## src/rtl/score_overlay.sv

```systemverilog
// score_overlay: last pixel stage of the wall/collision block.
//  - Once per frame (at the start of vertical blank) the 16-bit score is
//    snapshotted and converted to 5 BCD digits by a double-dabble FSM.
//  - The last converted value is drawn as up to 5 scaled 8x8 glyphs with
//    leading-zero blanking, then mixed with the ball/wall/flash layers.
// Ports:
//  clk75MHz, nReset      : pixel clock, async active-low reset
//  PixX, PixY            : current pixel position (stage 0)
//  Wall, Ball, Kollision : layer flags, one cycle behind PixX/PixY
//  Punkte                : score, unsigned binary
//  Red, Green, Blue      : 4-bit colour channels, 2 cycles after PixX/PixY
//  BcdOut, BcdValid      : last converted score (MS digit in [19:16]) and
//                          a one-cycle pulse when it updates
// Optional feature: define SCORE_OVERLAY_FLASH_EN to flash the background
// red for FLASH_FRAMES frames after a collision.
module score_overlay #(
  parameter logic [10:0] SCORE_X      = 11'd16,
  parameter logic [9:0]  SCORE_Y      = 10'd16,
  parameter int          SCALE_LOG2   = 2,
  parameter int          H_VISIBLE    = 1024,
  parameter int          V_VISIBLE    = 768,
  parameter int          FLASH_FRAMES = 30
) (
  input  logic        clk75MHz,
  input  logic        nReset,
  input  logic [10:0] PixX,
  input  logic [9:0]  PixY,
  input  logic        Wall,
  input  logic        Ball,
  input  logic        Kollision,
  input  logic [15:0] Punkte,
  output logic [3:0]  Red,
  output logic [3:0]  Green,
  output logic [3:0]  Blue,
  output logic [19:0] BcdOut,
  output logic        BcdValid
);

  localparam int          GLYPH   = 8 << SCALE_LOG2;
  localparam logic [10:0] FIELD_W = 11'(5 * GLYPH);
  localparam logic [9:0]  FIELD_H = 10'(GLYPH);
  localparam logic [10:0] H_VIS   = 11'(H_VISIBLE);
  localparam logic [9:0]  V_VIS   = 10'(V_VISIBLE);

  localparam logic [11:0] RGB_BLANK = 12'h000;
  localparam logic [11:0] RGB_SCORE = 12'hFFF;
  localparam logic [11:0] RGB_BALL  = 12'hFF0;
  localparam logic [11:0] RGB_WALL  = 12'h00F;
  localparam logic [11:0] RGB_FLASH = 12'hF00;
  localparam logic [11:0] RGB_BG    = 12'h112;

  // start of vertical blank: one snapshot per frame
  logic trigger;
  assign trigger = (PixX == 11'd0) && (PixY == V_VIS);

  // ---------------------------------------------------------------------
  // Double-dabble converter
  // ---------------------------------------------------------------------
  typedef enum logic [1:0] {IDLE, CONV, DONE} state_t;

  state_t           state_q, state_d;
  logic [15:0]      bin_q, bin_d;
  logic [4:0][3:0]  bcd_q, bcd_d, bcd_adj;
  logic [3:0]       iter_q, iter_d;
  logic [4:0][3:0]  bcd_out_q, bcd_out_d;
  logic             bcd_valid_q, bcd_valid_d;

  for (genvar g = 0; g < 5; g++) begin : g_adj
    assign bcd_adj[g] = (bcd_q[g] >= 4'd5) ? bcd_q[g] + 4'd3 : bcd_q[g];
  end

  always_ff @(posedge clk75MHz or negedge nReset) begin
    if (!nReset) state_q <= IDLE;
    else         state_q <= state_d;
  end

  always_comb begin
    state_d = state_q;
    case (state_q)
      IDLE:    if (trigger) state_d = CONV;
      CONV:    if (iter_q == 4'd15) state_d = DONE;
      DONE:    state_d = IDLE;
      default: state_d = IDLE;
    endcase
  end

  always_comb begin
    bin_d       = bin_q;
    bcd_d       = bcd_q;
    iter_d      = iter_q;
    bcd_out_d   = bcd_out_q;
    bcd_valid_d = 1'b0;
    case (state_q)
      IDLE: if (trigger) begin
        bin_d  = Punkte;
        bcd_d  = '0;
        iter_d = '0;
      end
      CONV: begin
        {bcd_d, bin_d} = {bcd_adj, bin_q} << 1;
        iter_d         = iter_q + 4'd1;
      end
      DONE: begin
        bcd_out_d   = bcd_q;
        bcd_valid_d = 1'b1;
      end
      default: ;
    endcase
  end

  always_ff @(posedge clk75MHz or negedge nReset) begin
    if (!nReset) begin
      bin_q       <= '0;
      bcd_q       <= '0;
      iter_q      <= '0;
      bcd_out_q   <= '0;
      bcd_valid_q <= 1'b0;
    end else begin
      bin_q       <= bin_d;
      bcd_q       <= bcd_d;
      iter_q      <= iter_d;
      bcd_out_q   <= bcd_out_d;
      bcd_valid_q <= bcd_valid_d;
    end
  end

  assign BcdOut   = bcd_out_q;
  assign BcdValid = bcd_valid_q;

  // ---------------------------------------------------------------------
  // Glyph addressing (stage 0 -> 1)
  // ---------------------------------------------------------------------
  // Pixels left of / above the field wrap to large values and fail the
  // range check, so a single unsigned compare covers both sides.
  logic [10:0] rel_x;
  logic [9:0]  rel_y;
  logic        in_field;
  logic [2:0]  dig_idx, col, row;

  assign rel_x    = PixX - SCORE_X;
  assign rel_y    = PixY - SCORE_Y;
  assign in_field = (rel_x < FIELD_W) && (rel_y < FIELD_H);
  assign dig_idx  = rel_x[3+SCALE_LOG2 +: 3];
  assign col      = rel_x[SCALE_LOG2 +: 3];
  assign row      = rel_y[SCALE_LOG2 +: 3];

  // lz[i]: display digit i (0 = MS) and everything left of it are zero.
  // Digit 4 is never blanked, so it needs no entry.
  logic [3:0] lz;
  for (genvar i = 0; i < 4; i++) begin : g_lz
    if (i == 0) begin : g_first
      assign lz[i] = (bcd_out_q[4] == 4'd0);
    end else begin : g_rest
      assign lz[i] = lz[i-1] && (bcd_out_q[4-i] == 4'd0);
    end
  end

  // Bit 7 of each row is the leftmost column; codes 10..15 draw nothing.
  function automatic logic [7:0] font_row(input logic [3:0] d, input logic [2:0] r);
    logic [63:0] g;
    case (d)
      4'd0:    g = 64'hFFC3_C3C3_C3C3_C3FF;
      4'd1:    g = 64'h1838_1818_1818_187E;
      4'd2:    g = 64'hFF03_03FF_C0C0_C0FF;
      4'd3:    g = 64'hFF03_037F_0303_03FF;
      4'd4:    g = 64'hC3C3_C3FF_0303_0303;
      4'd5:    g = 64'hFFC0_C0FF_0303_03FF;
      4'd6:    g = 64'hFFC0_C0FF_C3C3_C3FF;
      4'd7:    g = 64'hFF03_060C_1818_1818;
      4'd8:    g = 64'hFFC3_C3FF_C3C3_C3FF;
      4'd9:    g = 64'hFFC3_C3FF_0303_03FF;
      default: g = 64'h0;
    endcase
    return g[{3'd7 - r, 3'b000} +: 8];
  endfunction

  logic [3:0] nib;
  logic       dig_blank;
  logic [7:0] font_bits;

  always_comb begin
    nib       = 4'hF;
    dig_blank = 1'b1;
    case (dig_idx)
      3'd0: begin nib = bcd_out_q[4]; dig_blank = lz[0]; end
      3'd1: begin nib = bcd_out_q[3]; dig_blank = lz[1]; end
      3'd2: begin nib = bcd_out_q[2]; dig_blank = lz[2]; end
      3'd3: begin nib = bcd_out_q[1]; dig_blank = lz[3]; end
      3'd4: begin nib = bcd_out_q[0]; dig_blank = 1'b0;  end
      default: ;
    endcase
  end

  assign font_bits = font_row(nib, row);

  logic score_pix_q, score_pix_d;
  logic blank_q, blank_d;

  assign score_pix_d = in_field && !dig_blank && font_bits[3'd7 - col];
  assign blank_d     = (PixX >= H_VIS) || (PixY >= V_VIS);

  always_ff @(posedge clk75MHz or negedge nReset) begin
    if (!nReset) begin
      score_pix_q <= 1'b0;
      blank_q     <= 1'b0;
    end else begin
      score_pix_q <= score_pix_d;
      blank_q     <= blank_d;
    end
  end

  // ---------------------------------------------------------------------
  // Collision flash
  // ---------------------------------------------------------------------
  logic flash_on;

`ifdef SCORE_OVERLAY_FLASH_EN
  localparam int FW = (FLASH_FRAMES < 2) ? 1 : $clog2(FLASH_FRAMES + 1);

  logic [FW-1:0] flash_q, flash_d;

  // a collision reload wins over the per-frame decrement
  always_comb begin
    flash_d = flash_q;
    if (trigger && (flash_q != '0)) flash_d = flash_q - FW'(1);
    if (Kollision)                  flash_d = FW'(FLASH_FRAMES);
  end

  always_ff @(posedge clk75MHz or negedge nReset) begin
    if (!nReset) flash_q <= '0;
    else         flash_q <= flash_d;
  end

  assign flash_on = (flash_q != '0);
`else
  logic unused_kollision;
  assign unused_kollision = Kollision;
  assign flash_on         = 1'b0;
`endif

  // ---------------------------------------------------------------------
  // Layer mix (stage 1 -> 2)
  // ---------------------------------------------------------------------
  logic [11:0] rgb_q, rgb_d;

  always_comb begin
    rgb_d = RGB_BG;
    if      (blank_q)     rgb_d = RGB_BLANK;
    else if (score_pix_q) rgb_d = RGB_SCORE;
    else if (Ball)        rgb_d = RGB_BALL;
    else if (Wall)        rgb_d = RGB_WALL;
    else if (flash_on)    rgb_d = RGB_FLASH;
  end

  always_ff @(posedge clk75MHz or negedge nReset) begin
    if (!nReset) rgb_q <= '0;
    else         rgb_q <= rgb_d;
  end

  assign Red   = rgb_q[11:8];
  assign Green = rgb_q[7:4];
  assign Blue  = rgb_q[3:0];

endmodule
```

## config.mk

```make
export PLATFORM = sky130hd
export DESIGN_NAME = score_overlay
export DESIGN_NICKNAME = d
export VERILOG_FILES = /design/src/rtl/score_overlay.sv
export SDC_FILE = /design/constraint.sdc
export NUM_CORES = 1
export LEC_CHECK = 0
export ABC_CLOCK_PERIOD_IN_PS = 5600
export CAP_MARGIN = 40
export CORE_ASPECT_RATIO = 1.75
export CORE_MARGIN = 4
export CORE_UTILIZATION = 55
export DETAILED_ROUTE_END_ITERATION = 6
export PLACE_DENSITY = 0.85
export SYNTH_ARGS = -nofsm -noshare
export SYNTH_HDL_FRONTEND = slang
export SYNTH_SLANG_ARGS = --single-unit
```

## constraint.sdc

```tcl
create_clock -name clk75MHz -period 5.6 [get_ports clk75MHz]
set_input_delay 1.4 -clock clk75MHz [delete_from_list [all_inputs] [get_ports clk75MHz]]
set_output_delay 1.4 -clock clk75MHz [all_outputs]
set_load 0.005 [all_outputs]
```

==> reports/qor.log <==
qor: outcome.outcome completed
qor: critical_path.worst_r2r_endpoint score_pix_q
qor: critical_path.crit_path_cell_trace clkdlybuf4s50_1, inv_1, ha_1, xor2_4, mux2i_1, o211ai_1, a21oi_1, buf_4, inv_1, ha_1, nand2_1, nor3_1, mux2_1, a211oi_1, nor2_1, a221o_1, o221a_1
qor: synth.synth-seq-cells 69
qor: critical_path.setup.worst_path.class input pin to flip-flop
qor: floorplanning.dieWidth 76.6 µm
qor: final_layout.areaGrowthSynthToFinish 22.0%
qor: synth.synth.cells.most_frequent 69 x dfrtp_1, 52 x nor2_1, 42 x nand2_1, 42 x o21ai_0, 28 x a21oi_1
qor: critical_path.slowest_stage ha_1
qor: critical_path.worstPathArrival 5.21 ns
qor: synth.synth_enable_flop_cells 0
qor: run.maxCapViolCount 0
qor: cts.clk_root_buffer_cell clkbuf_16
qor: power_and_ir_drop.leakage 0.00240 µW
qor: sta.final_hold_violations 0
qor: sta.max_slew_margin 0.436
qor: power_and_ir_drop.pwr_density_cell 230 nW/µm²
qor: power_and_ir_drop.vdd_drop_max 0.226 mV
qor: floorplanning.design.die.area 9800 µm²
qor: drt.route.final.wire_length 12.5 mm
qor: worst_hold_path.hp-start blank_q
qor: final_layout.drive_above_1_share 0.103
qor: placement.total_cell_area_at_the_placement_stage 5230 µm²
qor: worst_hold_path.hold-path-cell-count 1
qor: placement.place.port_buffers 73
qor: floorplanning.effective_utilization_at_floorplan 0.569
qor: sta.fin_crit_share 0.894
qor: drt.drt_first_pass_iters 4
qor: global_route.gr-usage-all-layers 0.262
qor: global_route.grt_pass1_vias 4214
qor: floorplanning.core_region_area 7960 µm²
qor: critical_path.worst-r2r-setup-slack 2.64 ns
qor: synth.post_synth_num_cell_types 69
qor: drt.detail_route.iter0.violations 155
qor: floorplanning.core.rowCount 43
qor: synth.synth_async_sr_flop_share 1.00
qor: drt.routed-wl-met2 6.78 mm
qor: synth.seq_area_frac_synth 0.381
qor: placement.dp.final_hpwl 9.47 mm
qor: synth.synth_top_cell_area_share 0.381
qor: sta.final.min_clock_period 5.00 ns
qor: global_route.grt_start_max_net_pins 70
qor: synth.syn-instance-count 509
qor: critical_path.critical_r2r_launch BcdOut[15]
qor: drt.num_vias 4131
qor: cts.cts_inserted_buffers 9
qor: cts.clk_transition_reported_paths 0.05 ns
qor: sta.final.setup_skew 0.00502 ns
qor: global_route.grt_antenna_before_repair 0
qor: final_layout.layout.cell_area.non_filler 5520 µm²
qor: drt.drcViolationCount 0
qor: critical_path.setup.worst_path.start_class input pin
qor: synth.synth.avg_cell_area 8.89 µm²
qor: placement.place.gp.congestion 0.988
qor: synth.post_synth_instance_area 4530 µm²
qor: final_layout.antenna-diode-count 0
qor: cts.postCtsSetupBuffers 0
qor: sta.final_max_slew_viol_count 0
qor: critical_path.reg2reg_depth 9
qor: sta.fin_ws 0.596 ns
qor: synth.synth_most_common_cell dfrtp_1
qor: global_route.grt_first_pass_wirelength 20.1 mm
qor: cts.cts_repair_resize_count 0
qor: floorplanning.die_height 128 µm
qor: global_route.overflow 0
qor: synth.synth_top_flop_cell dfrtp_1
qor: critical_path.crit_required 5.80 ns
qor: synth.ys_top_cells_by_area dfrtp_1 38%, ha_1 6.1%, o21ai_0 4.6%
qor: cts.clock_latency_of_the_later_clocked_register_in_the_worst_skew_pair 0.33 ns
qor: worst_hold_path.hold_path.class flip-flop to flip-flop
qor: synth.synthesis.yosys.warnings 0
qor: final_layout.nNetsFinal 634
qor: cts.clock_buffer_depth 2
qor: drt.drt.antenna.violating_nets 0
qor: drt.met1_length 4.27 mm
qor: sta.worstMarginPinSlew 0.847 ns
qor: sta.setup_total_negative_slack 0 ns
qor: synth.synth_top_cell_by_area dfrtp_1
qor: sta.rsz0062_at_grt false
qor: synth.synth_fp_nets 573
qor: drt.wl_per_cell 18.7 µm
qor: sta.clock.fmax 0.200 GHz
qor: cts.cts_htree_levels 3
qor: sta.final-setup-viol-count 0
qor: worst_hold_path.hold_path_end rgb_q[10]
qor: critical_path.worst-path-max-fanout 10
qor: placement.preCtsSetupSlack 0.308 ns
qor: critical_path.worst_setup_path_end_kind flip-flop
qor: critical_path.slowest_delay 0.46 ns
qor: drt.dr_wl_met3 516 µm
qor: cts.tritoncts built
qor: floorplanning.io_pins 75
qor: cts.cts.hold.buffers_added 0
qor: cts.tritoncts_num_sinks 69
qor: drt.dr.max_layer_used met4
qor: drt.viasPerCell 6.21
[layout by cell type (no fill, tap or decap), types with 9 or more instances in the layout]
master           synthesis  routed
clkdlybuf4s50_1          0      72
dfrtp_1                 69      69
nor2_1                  52      52
nand2_1                 42      42
o21ai_0                 42      42
a21oi_1                 28      28
inv_1                   24      24
nand3_1                 24      24
ha_1                    22      22
buf_4                   12      16
o22ai_1                 15      15
nor3_1                  11      11
mux2_2                  11      11
nor4_1                  10      10
clkbuf_16                0       9
[critical path: cells and delay by family]
kind	cells	cell delay [ns]
AOI/OAI and AO/OA	5	1.19
buffers and inverters	4	0.80
adders and majority gates	2	0.71
muxes	2	0.55
xor gates and xnor gates	1	0.33
and+or+nand+nor	3	0.21
[cells by family (layout without fill, tap and decap cells)]
| kind of cell | count (synthesis) | count (layout) | synth area share |
|---|---|---|---|
| mux | 16 | 16 | 0.0387 |
| compound gates | 141 | 141 | 0.208 |
| xor+xnor | 11 | 11 | 0.0271 |
| flops | 69 | 69 | 0.381 |
| buf+inv | 64 | 130 | 0.0782 |
| fa+ha+maj | 22 | 22 | 0.0608 |
| simple gates | 186 | 186 | 0.206 |
[worst max-delay path by stage]
| stage | from | endpoint | slack [ns] | cells after the start |
|---|---|---|---|---|
| 6_report | PixX[4] | score_pix_q | 0.60 | 17 |
| 5_1_grt | PixX[4] | score_pix_q | 0.38 | 17 |
| 4_1_cts | PixX[4] | score_pix_q | 0.64 | 17 |
| 3_5_place_dp | PixX[4] | score_pix_q | 0.31 | 17 |
| 3_3_place_gp | PixX[4] | score_pix_q | 0.32 | 17 |
| 2_1_floorplan | PixX[4] | score_pix_q | 1.07 | 17 |
[where the power goes]
| group | total (µW) | switching (µW) | internal [µW] | leakage, µW |
|---|---|---|---|---|
| sequential | 503 | 1.66 | 501 | 0.000864 |
| combinational | 218 | 126 | 92.3 | 0.00139 |
| clock | 551 | 196 | 355 | 0.000143 |
| total | 1270 | 324 | 948 | 0.00240 |
[per-stage QoR]
step,instances,hold slack [ns],total power [µW],utilization
finish,665,0.473,1270,0.693
global route,665,0.491,1320,0.693
CTS,665,0.471,1280,0.693
detailed placement,649,0.465,727,0.657
global placement,649,0.462,727,0.657
floorplan,509,0.422,644,-
[layout make-up]
class	instances	area (µm²)
multi-input combinational	376	2450
inverter	25	96.3
timing repair buffer	89	846
clock buffer	12	246
tap	90	113
fill	620	2440
clock inverter	4	47.5
sequential	69	1730
[state kept, by name, summed over array words and instances, names as in the netlist]
register / flops
BcdValid: 1
BcdOut: 20
state_q: 2
blank_q: 1
score_pix_q: 1
bcd_q: 20
iter_q: 4
bin_q: 16
rgb_q: 4
[metal layers]
metal | track usage | up-vias
met2 | 0.500 | 139
li1 | - | 1956
met5 | 0 | -
met3 | 0.0387 | 56
met4 | 0.200 | 0
met1 | 0.246 | 1980
Note: power is estimated with default switching activity, not from simulation.
